$ cat config.mk
export PLATFORM = sky130hd
export DESIGN_NAME = dsi_lane_receiver
export DESIGN_NICKNAME = d
export VERILOG_FILES = /design/src/rtl/dsi_pkg.sv /design/src/rtl/dsi_sync2.sv /design/src/rtl/dsi_lane_receiver.sv
export SDC_FILE = /design/constraint.sdc
export NUM_CORES = 1
export LEC_CHECK = 0
export CORE_MARGIN = 8
export CORE_UTILIZATION = 45
export DETAILED_ROUTE_END_ITERATION = 10
export PLACE_DENSITY = 0.65
export SYNTH_ARGS = -nofsm -noshare
export SYNTH_HDL_FRONTEND = slang
export SYNTH_SLANG_ARGS = --single-unit
$ cat constraint.sdc
create_clock -name clk -period 3.2 [get_ports clk]
set_clock_uncertainty 0.05 [all_clocks]
set_input_delay 0.32 -clock clk [delete_from_list [all_inputs] [get_ports clk]]
set_output_delay 0.32 -clock clk [all_outputs]
set_load 0.05 [all_outputs]
$ cat src/rtl/dsi_pkg.sv
// Shared DSI test-pattern definitions: line-state codes, receiver FSM encoding, error codes.
// Latency: n/a (package).
// Backpressure: n/a (package).
package dsi_pkg;

    // Line-state codes as produced by the comparator front end.
    localparam logic [1:0] LINE_DATA = 2'b00;
    localparam logic [1:0] LINE_GAP  = 2'b01;
    localparam logic [1:0] LINE_LP   = 2'b10;
    localparam logic [1:0] LINE_SYNC = 2'b11;

    // LP trailer pulse levels; one pulse is a low->high level edge.
    localparam logic [1:0] LVL_PULSE_LO = 2'b01;
    localparam logic [1:0] LVL_PULSE_HI = 2'b11;

    // Counter widths.
    localparam int RUN_W = 13;
    localparam int IDX_W = 11;
    localparam int TRL_W = 11;

    typedef enum logic [2:0] {
        ST_IDLE     = 3'd0,
        ST_SYNC     = 3'd1,
        ST_DATA_RUN = 3'd2,
        ST_DATA_GAP = 3'd3,
        ST_TRAILER  = 3'd4
    } fsm_state_t;

    localparam logic [2:0] ERR_NONE  = 3'd0;
    localparam logic [2:0] ERR_SYNC  = 3'd1;
    localparam logic [2:0] ERR_SHORT = 3'd2;
    localparam logic [2:0] ERR_LONG  = 3'd3;
    localparam logic [2:0] ERR_COUNT = 3'd4;
    localparam logic [2:0] ERR_PROTO = 3'd5;

    // Increment that sticks at all-ones instead of wrapping.
    function automatic logic [RUN_W-1:0] sat_inc_run(input logic [RUN_W-1:0] v);
        return (v == '1) ? v : v + 1'b1;
    endfunction

endpackage

$ cat src/rtl/dsi_sync2.sv
// Two-flop synchronizer for a W-bit bus of asynchronous pins.
// Latency: 2 clk cycles from pin to q.
// Backpressure: none; free-running.
//  Ports: clk, rst (async, active-high), d (async input bus), q (synchronized bus).
module dsi_sync2 #(
    parameter int W = 4
) (
    input  logic         clk,
    input  logic         rst,
    input  logic [W-1:0] d,
    output logic [W-1:0] q
);

    logic [W-1:0] meta;

    always_ff @(posedge clk or posedge rst) begin
        if (rst) begin
            meta <= '0;
            q    <= '0;
        end else begin
            meta <= d;
            q    <= meta;
        end
    end

endmodule

$ cat src/rtl/dsi_lane_receiver.sv
// Decodes the DSI test-pattern line into sync, indexed data symbols and LP trailer.
// Latency: 3 clk from a pin change to the registered output it causes (2 sync + 1 out reg).
// Backpressure: none; outputs are single-cycle pulses that the consumer must take.
//  Ports: clk, rst (async active-high); line_state/line_level (async pins);
//  sym_valid/sym_level/sym_index (decoded symbol); frame_start/frame_done/frame_err pulses;
//  err_code (last error, cleared at frame_start); busy (FSM not idle); frame_count (good frames).
module dsi_lane_receiver
    import dsi_pkg::*;
#(
    parameter int NUM_DATA   = 1334,
    parameter int SYNC_MIN   = 500,
    parameter int SAMPLE_POS = 425,
    parameter int RUN_MAX    = 1000,
    parameter int GAP_MAX    = 200,
    parameter int TRAILER_N  = 541
) (
    input  logic             clk,
    input  logic             rst,
    input  logic [1:0]       line_state,
    input  logic [1:0]       line_level,
    output logic             sym_valid,
    output logic [1:0]       sym_level,
    output logic [IDX_W-1:0] sym_index,
    output logic             frame_start,
    output logic             frame_done,
    output logic             frame_err,
    output logic [2:0]       err_code,
    output logic             busy,
    output logic [15:0]      frame_count
);

    localparam logic [RUN_W-1:0] SYNC_LAST = RUN_W'(SYNC_MIN - 1);
    localparam logic [RUN_W-1:0] SAMPLE_C  = RUN_W'(SAMPLE_POS);
    localparam logic [RUN_W-1:0] RUN_MAX_C = RUN_W'(RUN_MAX);
    localparam logic [RUN_W-1:0] GAP_MAX_C = RUN_W'(GAP_MAX);
    localparam logic [IDX_W-1:0] IDX_LAST  = IDX_W'(NUM_DATA - 1);
    localparam logic [TRL_W-1:0] TRL_MIN   = TRL_W'(TRAILER_N);

    logic [3:0]       sync_q;
    logic [1:0]       s_state;
    logic [1:0]       s_level;
    logic [1:0]       prev_state;
    logic [1:0]       prev_level;
    logic [RUN_W-1:0] run_q;
    logic [RUN_W-1:0] run_pos;
    logic [1:0]       lat_level;
    logic [IDX_W-1:0] idx;
    logic [TRL_W-1:0] trl_cnt;
    logic             lvl_edge;

    fsm_state_t state, state_n;
    logic       err_fire;
    logic [2:0] err_val;
    logic       emit_sym;
    logic       start;
    logic       done;
    logic       idx_inc;
    logic       trl_clr;
    logic       latch_lvl;

    dsi_sync2 #(.W(4)) u_sync (
        .clk (clk),
        .rst (rst),
        .d   ({line_state, line_level}),
        .q   (sync_q)
    );

    assign s_state = sync_q[3:2];
    assign s_level = sync_q[1:0];

    // run_pos is the position of the current cycle within the current state run
    // (0 on the first cycle). At a state change, run_q still holds the final
    // position of the run that just ended, which is what the length checks use.
    assign run_pos  = (s_state != prev_state) ? '0 : sat_inc_run(run_q);
    assign lvl_edge = (prev_level == LVL_PULSE_LO) && (s_level == LVL_PULSE_HI);
    assign busy     = (state != ST_IDLE);

    always_comb begin
        state_n   = state;
        err_fire  = 1'b0;
        err_val   = ERR_NONE;
        emit_sym  = 1'b0;
        start     = 1'b0;
        done      = 1'b0;
        idx_inc   = 1'b0;
        trl_clr   = 1'b0;
        latch_lvl = 1'b0;

        case (state)
            ST_IDLE: begin
                if (s_state == LINE_SYNC && run_pos == SYNC_LAST)
                    state_n = ST_SYNC;
            end
            ST_SYNC: begin
                case (s_state)
                    LINE_DATA: begin
                        state_n = ST_DATA_RUN;
                        start   = 1'b1;
                    end
                    LINE_GAP, LINE_LP: begin
                        err_fire = 1'b1;
                        err_val  = ERR_SYNC;
                    end
                    default: ;
                endcase
            end
            ST_DATA_RUN: begin
                case (s_state)
                    LINE_DATA: begin
                        if (run_pos > RUN_MAX_C) begin
                            err_fire = 1'b1;
                            err_val  = ERR_LONG;
                        end else if (run_pos == SAMPLE_C) begin
                            latch_lvl = 1'b1;
                        end
                    end
                    LINE_GAP: begin
                        // A run whose last position equals SAMPLE_POS was sampled
                        // on its final cycle and is still a valid symbol.
                        if (run_q < SAMPLE_C) begin
                            err_fire = 1'b1;
                            err_val  = ERR_SHORT;
                        end else begin
                            emit_sym = 1'b1;
                            state_n  = ST_DATA_GAP;
                        end
                    end
                    default: begin
                        err_fire = 1'b1;
                        err_val  = ERR_PROTO;
                    end
                endcase
            end
            ST_DATA_GAP: begin
                case (s_state)
                    LINE_GAP: begin
                        if (run_pos > GAP_MAX_C) begin
                            err_fire = 1'b1;
                            err_val  = ERR_LONG;
                        end
                    end
                    LINE_DATA: begin
                        if (idx < IDX_LAST) begin
                            idx_inc = 1'b1;
                            state_n = ST_DATA_RUN;
                        end else begin
                            err_fire = 1'b1;
                            err_val  = ERR_COUNT;
                        end
                    end
                    LINE_LP: begin
                        if (idx == IDX_LAST) begin
                            trl_clr = 1'b1;
                            state_n = ST_TRAILER;
                        end else begin
                            err_fire = 1'b1;
                            err_val  = ERR_COUNT;
                        end
                    end
                    default: begin
                        err_fire = 1'b1;
                        err_val  = ERR_PROTO;
                    end
                endcase
            end
            ST_TRAILER: begin
                case (s_state)
                    LINE_LP: ;
                    LINE_SYNC: begin
                        // Back to IDLE on the first sync cycle; this same run may
                        // go on to qualify the next frame's sync.
                        if (trl_cnt >= TRL_MIN) begin
                            done    = 1'b1;
                            state_n = ST_IDLE;
                        end else begin
                            err_fire = 1'b1;
                            err_val  = ERR_COUNT;
                        end
                    end
                    default: begin
                        err_fire = 1'b1;
                        err_val  = ERR_PROTO;
                    end
                endcase
            end
            default: state_n = ST_IDLE;
        endcase

        if (err_fire)
            state_n = ST_IDLE;
    end

    always_ff @(posedge clk or posedge rst) begin
        if (rst) begin
            state       <= ST_IDLE;
            prev_state  <= LINE_DATA;
            prev_level  <= 2'b00;
            run_q       <= '0;
            lat_level   <= 2'b00;
            idx         <= '0;
            trl_cnt     <= '0;
            sym_valid   <= 1'b0;
            sym_level   <= 2'b00;
            sym_index   <= '0;
            frame_start <= 1'b0;
            frame_done  <= 1'b0;
            frame_err   <= 1'b0;
            err_code    <= ERR_NONE;
            frame_count <= '0;
        end else begin
            state      <= state_n;
            prev_state <= s_state;
            prev_level <= s_level;
            run_q      <= run_pos;

            if (latch_lvl)
                lat_level <= s_level;

            if (start)
                idx <= '0;
            else if (idx_inc)
                idx <= idx + 1'b1;

            if (trl_clr)
                trl_cnt <= '0;
            else if (state == ST_TRAILER && s_state == LINE_LP && lvl_edge && trl_cnt != '1)
                trl_cnt <= trl_cnt + 1'b1;

            sym_valid   <= emit_sym;
            frame_start <= start;
            frame_done  <= done;
            frame_err   <= err_fire;

            if (emit_sym) begin
                sym_level <= lat_level;
                sym_index <= idx;
            end

            if (start)
                err_code <= ERR_NONE;
            else if (err_fire)
                err_code <= err_val;

            if (done)
                frame_count <= frame_count + 16'd1;
        end
    end

endmodule

Yosys cells after proc, flatten, opt, wreduce, memory -nomap -nowiden
Cells that the tools add are included.
{ "classes": {"addsub": 4, "order_cmp": 5, "n_eq_ne": 24, "muxes": 59, "n_reduce_logical": 13} }
{ "ops": {"columns": ["operator", "count"], "rows": [
  ["$mux 11", 4],
  ["$mux 3", 14],
  ["$eq 13x9->1 const B", 2],
  ["$mux 1", 26],
  ["$mux 13", 2],
  ["$add 11x1->11 const B", 2],
  ["$ne 3x3->1 const B", 6],
  ["$pmux 3 s2", 3],
  ["$add 16x1->16 const B", 1],
  ["$pmux 3 s5", 1],
  ["$add 13x1->13 const B", 1],
  ["$eq 13x13->1 const B", 1],
  ["$gt 13x10->1 const B", 1],
  ["$gt 13x8->1 const B", 1],
  ["$lt 13x9->1 const B", 1],
  ["$pmux 3 s4", 1],
  ["$eq 11x11->1 const B", 1],
  ["$ge 11x10->1 const B", 1],
  ["$lt 11x11->1 const B", 1],
  ["$ne 11x11->1 const B", 1],
  ["$pmux 3 s3", 1],
  ["$reduce_and 9->1", 1],
  ["$ne 4x4->1 const B", 2],
  ["$eq 2x2->1 const B", 3],
  ["16 further kinds", 27]
]} }
{ "totals": {"reg_bits": 88, "in_bits": 6, "out_inout_bits": 37, "word_cells": 122} }

Logic depth before layout (Yosys ltp)
{ "depth": {"word_depth": 9, "ltp_mapped": 10, "ltp_nobuf": 10} }

Modules after synthesis
A second synthesis with hierarchy kept.
{ "hier_totals": {"cells_unflattened": 435, "hier_area_um2": 4503.1} }
{ "by_module_without_submodules": {"columns": ["module", "n_inst", "cells_per_inst", "area_per_inst_um2", "seq_area_each_um2"], "rows": [
  ["dsi_lane_receiver", 1, 426, 4299.1, 2001.9],
  ["dsi_sync2", 1, 9, 203.9, 200.2]
]} }

Worst setup path before layout
No wires, ideal clock.
{ "synth_timing": {"path_kind": "register -> register", "startpoint": "reg run_q[0]", "endpoint": "reg lat_level[0]", "setup_ns": 0.125, "arrival_ns": 2.486, "t_required_ns": 3.025, "path_slack_ns": 0.539, "stages_incl_launch_ff": 10, "path_buffers": 1, "synth_period_minus_slack_ns": 2.661, "cell_sequence": "dfrtp_1 > ha_1 > and4_2 > buf_2 > and3_1 > mux2i_1 > nor4b_2 > nand4b_1 > nor4b_2 > mux2_2"} }
{ "synth_via": {"elab_chain_cells": 8, "word_cells_on_any_way": 10, "classes_between": "1 x add/sub; 1 x order compare; 2 x eq/ne; 6 x mux"} }
{ "synth_rtl": {"columns": ["item", "line_no", "source"], "rows": [
  ["start, declared", "dsi_lane_receiver.sv:44", "logic [RUN_W-1:0] run_q;"],
  ["start signal, assigned", "dsi_lane_receiver.sv:214", "run_q <= run_pos;"],
  ["$add 13x1->13 / $eq 13x13->1 (equally long branches)", "dsi_pkg.sv:38", "return (v == '1) ? v : v + 1'b1;"],
  ["$mux 13 (*)", "dsi_pkg.sv:38", null],
  ["$mux 13 (*)", "dsi_lane_receiver.sv:74", "assign run_pos = (s_state != prev_state) ? '0 : sat_inc_run(run_q);"],
  ["named net run_pos[1]", "dsi_lane_receiver.sv:45", "logic [RUN_W-1:0] run_pos;"],
  ["parallel branches: the longest is 2 deep, another holds $gt 13x10->1", null, null],
  ["$mux 1 (*)", "dsi_lane_receiver.sv:110", "if (run_pos > RUN_MAX_C) begin"],
  ["$mux 1 (*)", "dsi_lane_receiver.sv:108", "case (s_state)"],
  ["$mux 1 (*)", "dsi_lane_receiver.sv:89", "case (state)"],
  ["end signal, assigned", "dsi_lane_receiver.sv:217", "lat_level <= s_level;"],
  ["end, declared", "dsi_lane_receiver.sv:46", "logic [1:0] lat_level;"]
]} }
Mark *: on every way through the listed nets, which the timed path passes.
A chain may end at the register's enable or synchronous reset.

Worst setup path in the final report
{ "layout_timing": {"startpoint": "reg run_q[0]", "endpoint": "reg lat_level[1]"} }
Same word-level chain as after synthesis.

==> run_results.csv <==
group,metric,value,unit
yosys,yosysWarnings,0,
drt,drt-initial-drc-count,369,
timing,slew_violations,0,
yosys,syn_area,4470,sq um
placement,port_buffers,42,
yosys,ys_top_cells_by_area,"dfrtp_1 (49%), nor2_1 (3.9%), xnor2_1 (3.9%), xor2_1 (3.1%), ha_1 (3.1%)",
clock_network,cts.sinks,88,
worst_hold_path,hold_path_class,"input pin to async pin",
global_route,grt_usage,15.4,%
timing,fin_setup_tns,0,ns
critical_path,r2r-end,"lat_level[1]",
floorplan,start_util,46.0,%
timing,fin_ws,0.197,ns
drt,dr.pass1.iters,4,
floorplan,die_h,116,microns
critical_path,critPathLaunchType,"flip-flop",
yosys,synth_area_leader_cell,"dfrtp_1",
pwr,leakage,2.27,nW
floorplan,ios,43,
placement,gp_congestion,0.813,
timing,fmax,0.333,GHz
yosys,synthTopCellsByCount,"dfrtp_1 (88), nor2_1 (47), nand2_1 (32)",
critical_path,criticalPathCategory,"flip-flop to flip-flop",
critical_path,worstPathMaxFanout,8,
layout,fill_cells,927,
global_route,first_global_vias,3233,
layout,final_cells,609,
clock_network,cts_tree,"done",
pwr,p_total,1.98,mW
yosys,yosysUniqueCellTypes,61,
yosys,syn-num-nets,446,
global_route,grt_pass1_wl,16.4,mm
timing,worst_slew_pin_slew,0.692,ns
clock_network,cts_buffers,9,
floorplan,dieArea,13400,sq um
layout,syn_to_final_growth,16.4,%
placement,post-place-ws,0.168,ns
layout,drive_gt1_share,11.8,%
clock_network,ctsLongestPathBuffers,2,
drt,via_count,3371,
clock_network,h-tree-depth,3,
critical_path,crit_required,3.39,ns
clock_network,worstSkewPairLatency,0.36,ns
placement,place_inst,593,
critical_path,r2r-start,"run_q[0]",
timing,hold_viol,0,
drt,route.detailed.drc,0,
drt,wl,9.82,mm
timing,max-slew-margin-rel,53.7,%
critical_path,crit_arrival,3.19,ns
pwr,power-per-cell-area,381,nW/um^2
clock_network,root_buffer,"clkbuf_8",
critical_path,reg2regPathDepth,8,
floorplan,rows,36,
floorplan,coreArea,9730,sq um
placement,hpwl,6.92,mm
timing,finalCritPeriodShare,93.8,%
global_route,grt_max_degree,89,
yosys,synth-seq-cells,88,
clock_network,path_clk_slew,0.10,ns
drt,detail-route-antenna-nets,0,
yosys,syn_inst,429,
yosys,avgSynthCellArea,10.4,sq um
timing,rsz0062_at_grt,"false",
layout,antennaDiodeCount,0,
yosys,yosysMostFrequentCell,"dfrtp_1",
global_route,grt.overflow.total,0,
timing,min_period,3.00,ns
global_route,antenna_found_initial,0,
drt,wl_per_cell,16.1,microns
run,drv_cap,0,
pwr,ir_worst_vdd,217,uV
yosys,synth_top_area_share,49.2,%
yosys,synthArstFlopShare,100,%
yosys,ys.flop_type,"dfrtp_1",
yosys,synth_edf_count,0,
clock_network,cts_hold_buf,0,
critical_path,crit_path_end_kind,"flip-flop",
critical_path,r2r_slack,0.20,ns
drt,drt-vias-per-instance,5.54,
timing,setup_viol,0,
layout,fin_nets,488,
floorplan,die_w,116,microns
yosys,seq_area_frac_synth,49.2,%
outcome,status,"finished, final reports clean",
worst max path at each step:
stage	start	end	slack [ns]
6_report	run_q[0]	lat_level[1]	0.20
2_1_floorplan	run_q[0]	lat_level[0]	0.54
3_3_place_gp	run_q[0]	lat_level[0]	0.38
3_5_place_dp	run_q[0]	lat_level[1]	0.17
4_1_cts	run_q[0]	lat_level[1]	0.15
5_1_grt	run_q[0]	lat_level[1]	0.03
state kept, by name, indices dropped and copies added, names as in the netlist, 3 cells and up:
| name | count |
|---|---|
| frame_count | 16 |
| u_sync.q | 4 |
| sym_index | 11 |
| run_q | 13 |
| err_code | 3 |
| u_sync.meta | 4 |
| trl_cnt | 11 |
| idx | 11 |
| state | 3 |
layout by cell type, fill, tap and decap left out, types with 3 or more instances in the layout:
cell type        count
a21oi_1             12
a31oi_1              9
and2_1               4
and3_1               7
and4_1               4
buf_4                4
clkbuf_8             9
clkdlybuf4s50_1     42
dfrtp_1             88
ha_1                10
inv_1               15
mux2_2              12
mux2i_1              4
nand2_1             32
nand3_1             20
nand4_1             18
nand4b_1             3
nor2_1              47
nor2b_1              3
nor3_1              11
nor3b_1              3
nor4_1               3
o211ai_1             6
o21ai_0             14
o31ai_1              4
or3_1                5
xnor2_1             20
xor2_1              16
worst max-delay path, cell delays in order, from the launching register on:
cell and delay [ns]:
dfrtp_1 0.48, ha_2 0.29, and4_2 0.32, nand3_2 0.14
a211oi_2 0.35, nor4b_2 0.32, nand4b_1 0.20, nor4b_4 0.37
mux2_2 0.37
report_power, final:
| group | total [mW] | internal, mW | switching [mW] | leakage, nW |
|---|---|---|---|---|
| sequential | 1.13 | 1.12 | 0.00953 | 1.20 |
| clock | 0.782 | 0.368 | 0.415 | 0.100 |
| combinational | 0.0712 | 0.0226 | 0.0487 | 0.964 |
| total | 1.98 | 1.51 | 0.473 | 2.27 |
per-layer routing:
metal / up-vias / track usage (%) / routed length [microns]
met4: 0 / 5.96 / 145
met2: 70 / 23.1 / 4480
li1: 1622 / - / -
met1: 1665 / 21.0 / 4730
met5: - / 0 / 0
met3: 14 / 3.44 / 459
logic make-up after synthesis:
kind of cell	after synthesis	synth area share (%)
flip-flops	88	49.2
multiplexers	16	3.92
adder cells (fa/ha/maj)	11	3.08
buffers and inverters	32	3.92
XOR/XNOR	36	7.05
AO/OA/AOI/OAI	63	10.0
AND/OR/NAND/NOR	183	22.8
final cells by class:
type	count	area, sq um	area share (%)
clock buffers	9	124	2.38
well taps	133	166	3.19
flip-flops and latches	88	2200	42.3
multi-input cells	309	2110	40.5
repair buffers	47	470	9.03
clock inverters	7	77.6	1.49
inverters	16	61.3	1.18
timing repair:
item / in CTS / in global routing
setup endpoints to repair: 0 / 2
gates resized for setup: 0 / 2
buffers inserted: 0 / 0
metrics by stage:
step / utilization (%) / hold WS (ns) / instance area (sq um)
3_5_place_dp: 51.4 / 0.285 / 5000
4_1_cts: 53.4 / 0.304 / 5200
2_1_floorplan: - / 0.281 / 4470
3_3_place_gp: 51.4 / 0.282 / 5000
6_report: 53.5 / 0.303 / 5210
5_1_grt: 53.5 / 0.310 / 5210
Power figures use the tool's default switching activity.
